File: src/rtl/mem_stage.sv
// mem_stage: memory-access stage; issues loads/stores on a req/ack port, big-endian lanes, drives MEM/WB.
// Latency: non-memops 1 cycle; memops 1 issue cycle plus REQ cycles until ack or timeout (2 cycles minimum).
// Backpressure: combinational Stall_OUT freezes upstream while a memop is pending. Option: MEM_ALIGN_CHECK_EN.
module mem_stage #(
  parameter int         TIMEOUT_CYCLES = 255,
  parameter logic [5:0] OP_LB  = 6'h20,
  parameter logic [5:0] OP_LH  = 6'h21,
  parameter logic [5:0] OP_LW  = 6'h23,
  parameter logic [5:0] OP_LBU = 6'h24,
  parameter logic [5:0] OP_LHU = 6'h25,
  parameter logic [5:0] OP_SB  = 6'h28,
  parameter logic [5:0] OP_SH  = 6'h29,
  parameter logic [5:0] OP_SW  = 6'h2B
) (
  input  logic        CLK,
  input  logic        RESET,
  input  logic [31:0] Instr1_IN,
  input  logic [31:0] Instr1_PC_IN,
  input  logic [31:0] ALU_result1_IN,
  input  logic [4:0]  WriteRegister1_IN,
  input  logic [31:0] MemWriteData1_IN,
  input  logic        RegWrite1_IN,
  input  logic [5:0]  ALU_Control1_IN,
  input  logic        MemRead1_IN,
  input  logic        MemWrite1_IN,
  output logic        DMEM_Req_OUT,
  output logic        DMEM_Write_OUT,
  output logic [31:0] DMEM_Addr_OUT,
  output logic [31:0] DMEM_WData_OUT,
  output logic [3:0]  DMEM_ByteEn_OUT,
  input  logic        DMEM_Ack_IN,
  input  logic [31:0] DMEM_RData_IN,
  output logic        Stall_OUT,
  output logic        Err_OUT,
  output logic [31:0] Instr1_OUT,
  output logic [31:0] Instr1_PC_OUT,
  output logic [4:0]  WriteRegister1_OUT,
  output logic        RegWrite1_OUT,
  output logic [31:0] WriteData1_OUT,
  output logic [31:0] Fwd_MEM_WriteData_OUT
);

  typedef enum logic {S_IDLE = 1'b0, S_REQ = 1'b1} state_t;

  state_t      state;
  logic [7:0]  wait_cnt;
  logic [5:0]  ld_ctl;
  logic [1:0]  ld_off;
  logic        memop;
  logic        in_req;
  logic        timeout_hit;
  logic        done;
  logic        misalign;
  logic [1:0]  off;
  logic [3:0]  be_next;
  logic [31:0] wdata_next;
  logic [7:0]  ld_byte;
  logic [15:0] ld_half;
  logic [31:0] ld_data;

  assign memop  = MemRead1_IN | MemWrite1_IN;
  assign off    = ALU_result1_IN[1:0];
  assign in_req = (state == S_REQ);
  // The abort edge is the one on which the wait counter would reach TIMEOUT_CYCLES,
  // so REQ lasts at most TIMEOUT_CYCLES cycles.
  assign timeout_hit = in_req && (wait_cnt == 8'(TIMEOUT_CYCLES - 1));
  // An ack wins over a coinciding timeout; either way the instruction leaves this cycle.
  assign done = in_req & (DMEM_Ack_IN | timeout_hit);
  // Stall is released in the completing cycle so upstream never reissues the memop.
  assign Stall_OUT = ~RESET & memop & ~misalign & ~done;
  assign Fwd_MEM_WriteData_OUT = WriteData1_OUT;

`ifdef MEM_ALIGN_CHECK_EN
  // Flag misaligned halfword/word accesses at issue time; byte accesses never fault.
  always_comb begin
    misalign = 1'b0;
    if (!in_req && memop) begin
      if (MemWrite1_IN) begin
        if (ALU_Control1_IN == OP_SH)      misalign = off[0];
        else if (ALU_Control1_IN != OP_SB) misalign = |off;
      end else begin
        if (ALU_Control1_IN == OP_LH || ALU_Control1_IN == OP_LHU)       misalign = off[0];
        else if (ALU_Control1_IN != OP_LB && ALU_Control1_IN != OP_LBU)  misalign = |off;
      end
    end
  end
`else
  assign misalign = 1'b0;
`endif

  // Store lane replication and byte enables; loads and unknown codes use the full word.
  always_comb begin
    be_next    = 4'b1111;
    wdata_next = MemWriteData1_IN;
    if (MemWrite1_IN) begin
      if (ALU_Control1_IN == OP_SB) begin
        be_next    = 4'b1000 >> off;
        wdata_next = {4{MemWriteData1_IN[7:0]}};
      end else if (ALU_Control1_IN == OP_SH) begin
        be_next    = off[1] ? 4'b0011 : 4'b1100;
        wdata_next = {2{MemWriteData1_IN[15:0]}};
      end
    end
  end

  // Big-endian load lane extraction from the latched type and byte offset.
  always_comb begin
    case (ld_off)
      2'd0:    ld_byte = DMEM_RData_IN[31:24];
      2'd1:    ld_byte = DMEM_RData_IN[23:16];
      2'd2:    ld_byte = DMEM_RData_IN[15:8];
      default: ld_byte = DMEM_RData_IN[7:0];
    endcase
    ld_half = ld_off[1] ? DMEM_RData_IN[15:0] : DMEM_RData_IN[31:16];
    if (ld_ctl == OP_LB)       ld_data = {{24{ld_byte[7]}}, ld_byte};
    else if (ld_ctl == OP_LBU) ld_data = {24'h0, ld_byte};
    else if (ld_ctl == OP_LH)  ld_data = {{16{ld_half[15]}}, ld_half};
    else if (ld_ctl == OP_LHU) ld_data = {16'h0, ld_half};
    else                       ld_data = DMEM_RData_IN;
  end

  // IDLE/REQ control, memory port registers and the MEM/WB pipeline register.
  always_ff @(posedge CLK or posedge RESET) begin
    if (RESET) begin
      state              <= S_IDLE;
      wait_cnt           <= 8'd0;
      ld_ctl             <= 6'd0;
      ld_off             <= 2'd0;
      DMEM_Req_OUT       <= 1'b0;
      DMEM_Write_OUT     <= 1'b0;
      DMEM_Addr_OUT      <= 32'h0;
      DMEM_WData_OUT     <= 32'h0;
      DMEM_ByteEn_OUT    <= 4'h0;
      Err_OUT            <= 1'b0;
      Instr1_OUT         <= 32'h0;
      Instr1_PC_OUT      <= 32'h0;
      WriteRegister1_OUT <= 5'd0;
      RegWrite1_OUT      <= 1'b0;
      WriteData1_OUT     <= 32'h0;
    end else begin
      Err_OUT <= 1'b0;
      if (state == S_IDLE) begin
        if (memop && !misalign) begin
          state           <= S_REQ;
          wait_cnt        <= 8'd0;
          DMEM_Req_OUT    <= 1'b1;
          DMEM_Write_OUT  <= MemWrite1_IN;
          DMEM_Addr_OUT   <= {ALU_result1_IN[31:2], 2'b00};
          DMEM_WData_OUT  <= wdata_next;
          DMEM_ByteEn_OUT <= be_next;
          ld_ctl          <= ALU_Control1_IN;
          ld_off          <= off;
          // bubble to WB while the transaction is outstanding
          Instr1_OUT         <= 32'h0;
          Instr1_PC_OUT      <= 32'h0;
          WriteRegister1_OUT <= 5'd0;
          RegWrite1_OUT      <= 1'b0;
          WriteData1_OUT     <= 32'h0;
        end else begin
          // plain pass-through; a memop reaching here was rejected as misaligned
          Instr1_OUT         <= Instr1_IN;
          Instr1_PC_OUT      <= Instr1_PC_IN;
          WriteRegister1_OUT <= WriteRegister1_IN;
          RegWrite1_OUT      <= RegWrite1_IN & ~memop;
          WriteData1_OUT     <= memop ? 32'h0 : ALU_result1_IN;
          Err_OUT            <= memop;
        end
      end else if (done) begin
        state              <= S_IDLE;
        wait_cnt           <= 8'd0;
        DMEM_Req_OUT       <= 1'b0;
        Instr1_OUT         <= Instr1_IN;
        Instr1_PC_OUT      <= Instr1_PC_IN;
        WriteRegister1_OUT <= WriteRegister1_IN;
        RegWrite1_OUT      <= RegWrite1_IN & ~DMEM_Write_OUT;
        WriteData1_OUT     <= !DMEM_Ack_IN ? 32'h0 : (DMEM_Write_OUT ? ALU_result1_IN : ld_data);
        Err_OUT            <= ~DMEM_Ack_IN;
      end else begin
        wait_cnt           <= wait_cnt + 8'd1;
        Instr1_OUT         <= 32'h0;
        Instr1_PC_OUT      <= 32'h0;
        WriteRegister1_OUT <= 5'd0;
        RegWrite1_OUT      <= 1'b0;
        WriteData1_OUT     <= 32'h0;
      end
    end
  end

endmodule

File: config.mk
export PLATFORM = sky130hd
export DESIGN_NAME = mem_stage
export DESIGN_NICKNAME = d
export VERILOG_FILES = /design/src/rtl/mem_stage.sv
export SDC_FILE = /design/constraint.sdc
export NUM_CORES = 1
export LEC_CHECK = 0
export ABC_CLOCK_PERIOD_IN_PS = 5100
export CORE_AREA = 2 2 147 149
export DETAILED_ROUTE_END_ITERATION = 8
export DIE_AREA = 0 0 149 151
export DONT_BUFFER_PORTS = 1
export HOLD_SLACK_MARGIN = 0.1
export REMOVE_ABC_BUFFERS = 1
export SYNTH_ARGS = -nofsm -noshare
export SYNTH_HDL_FRONTEND = slang
export SYNTH_SLANG_ARGS = --single-unit
File: constraint.sdc
create_clock -name CLK -period 5.1 [get_ports CLK]
set_clock_uncertainty 0.15 [all_clocks]
set_input_delay 0.255 -clock CLK [delete_from_list [all_inputs] [get_ports CLK]]
set_output_delay 0.255 -clock CLK [all_outputs]
set_load 0.005 [all_outputs]
==> impl_metrics.yaml, run 1 <==
run_status:
  outcome: "did not finish"
  stop_stage: "clock tree synthesis (4_1_cts)"
  error: "[ERROR RSZ-0060] Max buffer count reached."
synth:
  avgSynthCellArea_um2: 10.8
  synth-xor-area-share: 0.00214
  synth_cell_type_count: 48
  synth_seq_cells: 188
  yosys.area_share.adder: 0.00306
  async_flop_share: 1.00
  yosysWarnings: 0
  syn_area_um2: 8170
  synthMuxAreaShare: 0.0890
  yosys.area_share.simple: 0.147
  ys.flop_type: "dfrtp_1"
  synth_top_family_by_area: "simple AND/OR/NAND/NOR gates"
  synth-seq-area-share: 0.576
  synth_cells: 759
  synth_compound_area_frac: 0.113
  synth_edf_count: 0
floorplanning:
  ios: 383
  start_util: 0.392
  die_y_um: 151
  die_w_um: 149
  fp-row-count: 53
clocking:
  cts_buffer_depth: 2
  cts_made_buffers: 17
  clkSinkCount: 188
  cts-htree-levels: 4
  cts_setup_buffers: 0
  cts_resized: 0
  holdBufCountCts: 200
  cts_root_buffer: "clkbuf_16"
place:
  gp_congestion: 0.863
  port_buffers: 0
  dp_hpwl_mm: 16.9
stage by stage:
| step | worst slack (ns) | instances | util | hold WS, ns | area (um2) |
|---|---|---|---|---|---|
| after floorplan | -0.419 | 680 | - | 0.210 | 7710 |
| after global placement | 2.31 | 964 | 0.392 | 0.0973 | 8160 |
| after detailed placement | 2.26 | 964 | 0.392 | 0.102 | 8160 |
synth_stat cells, drive strengths merged, types with 2 or more instances:
| master | n | area share |
|---|---|---|
| nand3 | 5 | 0.0037 |
| a21o | 2 | 0.0018 |
| mux2 | 10 | 0.014 |
| nand4 | 2 | 0.0015 |
| a31oi | 4 | 0.0031 |
| or2 | 2 | 0.0015 |
| o21bai | 2 | 0.0018 |
| nor4b | 3 | 0.0069 |
| a21oi | 35 | 0.021 |
| mux2i | 43 | 0.053 |
| buf | 46 | 0.040 |
| a22o | 18 | 0.019 |
| dfrtp | 188 | 0.58 |
| mux4 | 8 | 0.023 |
| a22oi | 8 | 0.0074 |
| o21ai | 70 | 0.043 |
| xnor2 | 2 | 0.0021 |
| nor3 | 7 | 0.0049 |
| ha | 2 | 0.0031 |
| nand2 | 140 | 0.064 |
| nor2 | 7 | 0.0032 |
| and2 | 69 | 0.053 |
| inv | 27 | 0.012 |
| clkbuf | 34 | 0.016 |
| nand2b | 3 | 0.0023 |
| o211ai | 9 | 0.0083 |
cell families after synthesis:
| kind of cell | Yosys count |
|---|---|
| fa+ha+maj | 2 |
| other cells | 1 |
| buf+inv | 107 |
| simple gates | 245 |
| mux | 61 |
| compound gates | 153 |
| flops | 188 |
| xor+xnor | 2 |
==> inputs of run 2 (changes only) <==
ABC_CLOCK_PERIOD_IN_PS = 6600   (was 5100)
CORE_AREA = not set   (was 2 2 147 149)
CORE_UTILIZATION = 38   (was not set)
DIE_AREA = not set   (was 0 0 149 151)
HOLD_SLACK_MARGIN = not set   (was 0.1)
PLACE_DENSITY_LB_ADDON = 0.15   (was not set)
clock period = 6.6 ns   (was 5.1 ns; I/O delays follow)
==> run 2 against run 1 <==
Against the previous run: the flow now finishes without violations; synthesized cell count unchanged; synthesized area did not move.
==> impl_metrics.yaml, run 2 <==
synth:
  ys.flop_type: "dfrtp_1"
  yosys.area_share.adder: 0.00306
  avgSynthCellArea_um2: 10.8
  yosysWarnings: 0
  yosys.area_share.simple: 0.147
  synth_top_family_by_area: "simple AND/OR/NAND/NOR gates"
  synth_seq_cells: 188
  synth_edf_count: 0
  syn_area_um2: 8170
  synth_compound_area_frac: 0.113
  synth.most_common_cell: "dfrtp_1"
  synth_common_cells: "dfrtp_1, nand2_1, and2_1"
  synth_cells: 759
  synth_top_area_frac: 0.576
  yosys.area.top_type: "dfrtp_1"
  synth.area.top_cells: "dfrtp_1, nand2_1, and2_1"
  async_flop_share: 1.00
  synth_cell_type_count: 48
  synthMuxAreaShare: 0.0890
  synth-seq-area-share: 0.576
  synth-xor-area-share: 0.00214
grt:
  grt_most_used_layer: "met2"
  track_usage: 0.219
  grt_pass1_wl_mm: 36.5
  gr-total-overflow: 0
  use_met2: 0.393
  use_met1: 0.232
  grt_max_degree: 111
  antenna_found_initial: 0
  grt_pass1_vias: 6612
  met3_usage: 0.0785
sta:
  layout_setup_ws_ns: 3.50
  hold_viol_final: 0
  setup_tns_ns: 0
  min_period_over_period: 0.469
  worst_pin_slew_ns: 1.08
  fmax_mhz: 323
  maxSlewViolCount: 0
  fin_crit_ns: 3.10
  setup-violations-final: 0
  max-slew-margin-rel: 0.278
  rsz0062_at_grt: "no"
final_layout:
  nets: 1056
  diodes: 0
  layoutNonFillerInstCount: 1165
  nFillCells: 1838
  mostFrequentLayoutCell: "dfrtp_1"
  layout_common_cells: "dfrtp_1, dlygate4sd3_1, nand2_1"
  synthToLayoutAreaGrowth_pct: 28.3
  drive_gt1_frac: 0.0753
worst_setup_path:
  cp.arrival_ns: 3.23
  path_max_fanout: 21
  critPathKind: "register to register"
  start_kind: "register"
  critPathCaptureType: "register"
  cp.required_ns: 6.73
  worstSetupStartpoint: "ld_ctl[4]$_DFFE_PP0P_"
  r2r-start: "ld_ctl[4]$_DFFE_PP0P_"
pwr:
  intPower_mw: 2.09
  power_density_nw_per_um2: 284
  clock_power_share: 0.366
  sw_frac_of_total: 0.298
  pwr-share-seq: 0.494
  power_frac_comb: 0.140
  p_switching_mw: 0.888
  ir_drop_mv: 0.210
  p_leak_nw: 4.81
place:
  dp_hpwl_mm: 16.1
  dp_cells: 963
  port_buffers: 0
  dp_slack_ns: 3.99
  gp_congestion: 0.851
routing:
  route.vias.total: 6073
  drt_first_pass_iters: 6
  antenna_left: 0
  drc_errors: 0
  drt_iter0_drc: 214
  drt-wirelength-per-cell_um: 20.6
  drt-total-wl_mm: 24.0
  avgViaCountPerCell: 5.21
floorplanning:
  dieArea_um2: 22100
  fp-row-count: 53
  die_w_um: 149
  die_y_um: 149
  start_util: 0.389
  ios: 383
  core_area_um2: 21000
clocking:
  path_clk_slew_ns: 0.08
  tritoncts: "done"
  cts_resized: 0
  clkSinkCount: 188
  clkLatencyLatePin_ns: 0.42
  cts-htree-levels: 4
  cts_buffer_depth: 2
  cts_made_buffers: 17
  cts_root_buffer: "clkbuf_16"
run:
  drv_cap: 0
worst_hold_path:
  worstHoldStart: "DMEM_RData_IN[8]"
  hp-class: "input pin to register"
run_status:
  outcome: "finished, final reports clean"
==> run 2: cell counts after synthesis <==
Identical to the previous run, type by type.
==> run 2: area by class of cell <==
cell class / count / area [um2] / share of cell area
Sequential cell: 188 / 4700 / 0.449
Multi-Input combinational cell: 465 / 2940 / 0.280
Timing Repair Buffer: 178 / 1760 / 0.168
Clock buffer: 17 / 425 / 0.0406
Tap cell: 275 / 344 / 0.0328
Clock inverter: 15 / 203 / 0.0193
Inverter: 27 / 109 / 0.0104
==> run 2: kinds of logic after synthesis <==
kind of cell	Yosys count
compound gates	153
xor+xnor	2
fa+ha+maj	2
buf+inv	107
flops	188
mux	61
other cells	1
simple gates	245
==> run 2: worst max-delay path, cell delays in order (launching register included) <==
cell and delay, ns:
dfrtp_1 0.41, nor4b_4 0.27, buf_4 0.29, nand3b_1 0.77, mux2i_1 0.39, dlygate4sd3_1 0.59, o211ai_1 0.08
==> run 2: path summary, 6_finish.rpt <==
path                                                       end  slack, ns  cells after the start
setup / recovery           Fwd_MEM_WriteData_OUT[10]$_DFF_PP0_       3.50                      6
hold / removal              Fwd_MEM_WriteData_OUT[8]$_DFF_PP0_       0.02                      2
setup reg to reg           Fwd_MEM_WriteData_OUT[10]$_DFF_PP0_       3.50                      6
hold reg to reg                          ld_ctl[5]$_DFFE_PP0P_       0.34                      2
max in group asynchronous          Instr1_PC_OUT[13]$_DFF_PP0_       4.36                      3
min in group asynchronous             Instr1_OUT[11]$_DFF_PP0_       0.38                      2
==> run 2: power groups by stage <==
stage | clock [mW] | combinational, mW | sequential [mW]
finish | 1.09 | 0.418 | 1.47
detailed placement | 0 | 0.326 | 1.50
global placement | 0 | 0.309 | 1.50
global route | 1.16 | 0.468 | 1.50
CTS | 1.11 | 0.418 | 1.48
floorplan | 0 | 0.252 | 1.44
==> run 2: metrics by stage <==
step | util | area (um2) | hold slack [ns] | power (mW)
6_report | 0.499 | 10500 | 0.0237 | 2.98
5_1_grt | 0.499 | 10500 | 0.0125 | 3.13
3_5_place_dp | 0.388 | 8150 | 0.228 | 1.82
3_3_place_gp | 0.388 | 8150 | 0.220 | 1.81
4_1_cts | 0.499 | 10500 | 0.000280 | 3.01
2_1_floorplan | - | 7710 | 0.285 | 1.69
==> run 2: per-layer routing <==
layer | vias to the layer above | wire length [um]
li1 | 2750 | -
met2 | 320 | 12400
met5 | - | 0
met1 | 2964 | 8590
met4 | 0 | 584
met3 | 39 | 2430
==> run 2: what timing repair did <==
item / 4_1_cts / 5_1_grt
hold buffers: 170 / 0
hold endpoints to repair: 287 / 0
setup buffers: 0 / 0
endpoints found under the setup margin: 0 / 0
(Power assumes the default switching activity.)
==> inputs of run 3 (changes only) <==
ABC_CLOCK_PERIOD_IN_PS = 3150   (was 6600)
clock period = 3.15 ns   (was 6.6 ns; I/O delays follow)
==> run 3 against run 2 <==
Against the previous run: the run now fails in clock tree synthesis (4_1_cts); synthesized cell count is the same; synthesized area unchanged.
==> impl_metrics.yaml, run 3 <==
run_status:
  error: "[ERROR RSZ-0060] Max buffer count reached."
  stop_stage: "clock tree synthesis (4_1_cts)"
  outcome: "did not finish"
synth:
  synth_top_area_frac: 0.576
  synth_edf_count: 0
  yosys.area.top_type: "dfrtp_1"
  synth.area.top_cells: "dfrtp_1, nand2_1, and2_1"
  yosysWarnings: 0
  synth_common_cells: "dfrtp_1, nand2_1, and2_1"
  async_flop_share: 1.00
  ys.flop_type: "dfrtp_1"
  syn_area_um2: 8170
  synth-seq-area-share: 0.576
  synth_seq_cells: 188
  synth_cells: 759
  synth_cell_type_count: 48
  avgSynthCellArea_um2: 10.8
  synth.most_common_cell: "dfrtp_1"
place:
  port_buffers: 0
  dpl-instance-area_um2: 8250
  dp_hpwl_mm: 16.7
  dp_slack_ns: 0.839
  gp_congestion: 0.824
clocking:
  cts_buffer_depth: 2
  cts-htree-levels: 4
  cts_setup_buffers: 0
  clkSinkCount: 188
  cts_resized: 0
  cts_root_buffer: "clkbuf_16"
  cts_made_buffers: 17
  holdBufCountCts: 202
floorplanning:
  fp-row-count: 53
  die_w_um: 149
  start_util: 0.389
  ios: 383
  die_y_um: 149
run 3: cell counts after synthesis:
No cell type changed its count.
run 3: logic make-up after synthesis:
group,count (synthesis),synth area share
AO/OA/AOI/OAI,153,0.113
flip-flops,188,0.576
other,1,0.000459
adder cells (fa/ha/maj),2,0.00306
multiplexers,61,0.0890
buffers and inverters,107,0.0688
AND/OR/NAND/NOR,245,0.147
XOR/XNOR,2,0.00214
run 3: stage by stage:
stage                     instances  hold WS (ns)  TNS, ns  utilization
after floorplan                 680         0.113  -433.86            -
after global placement          973        0.0260        0        0.393
after detailed placement        973        0.0461        0        0.393
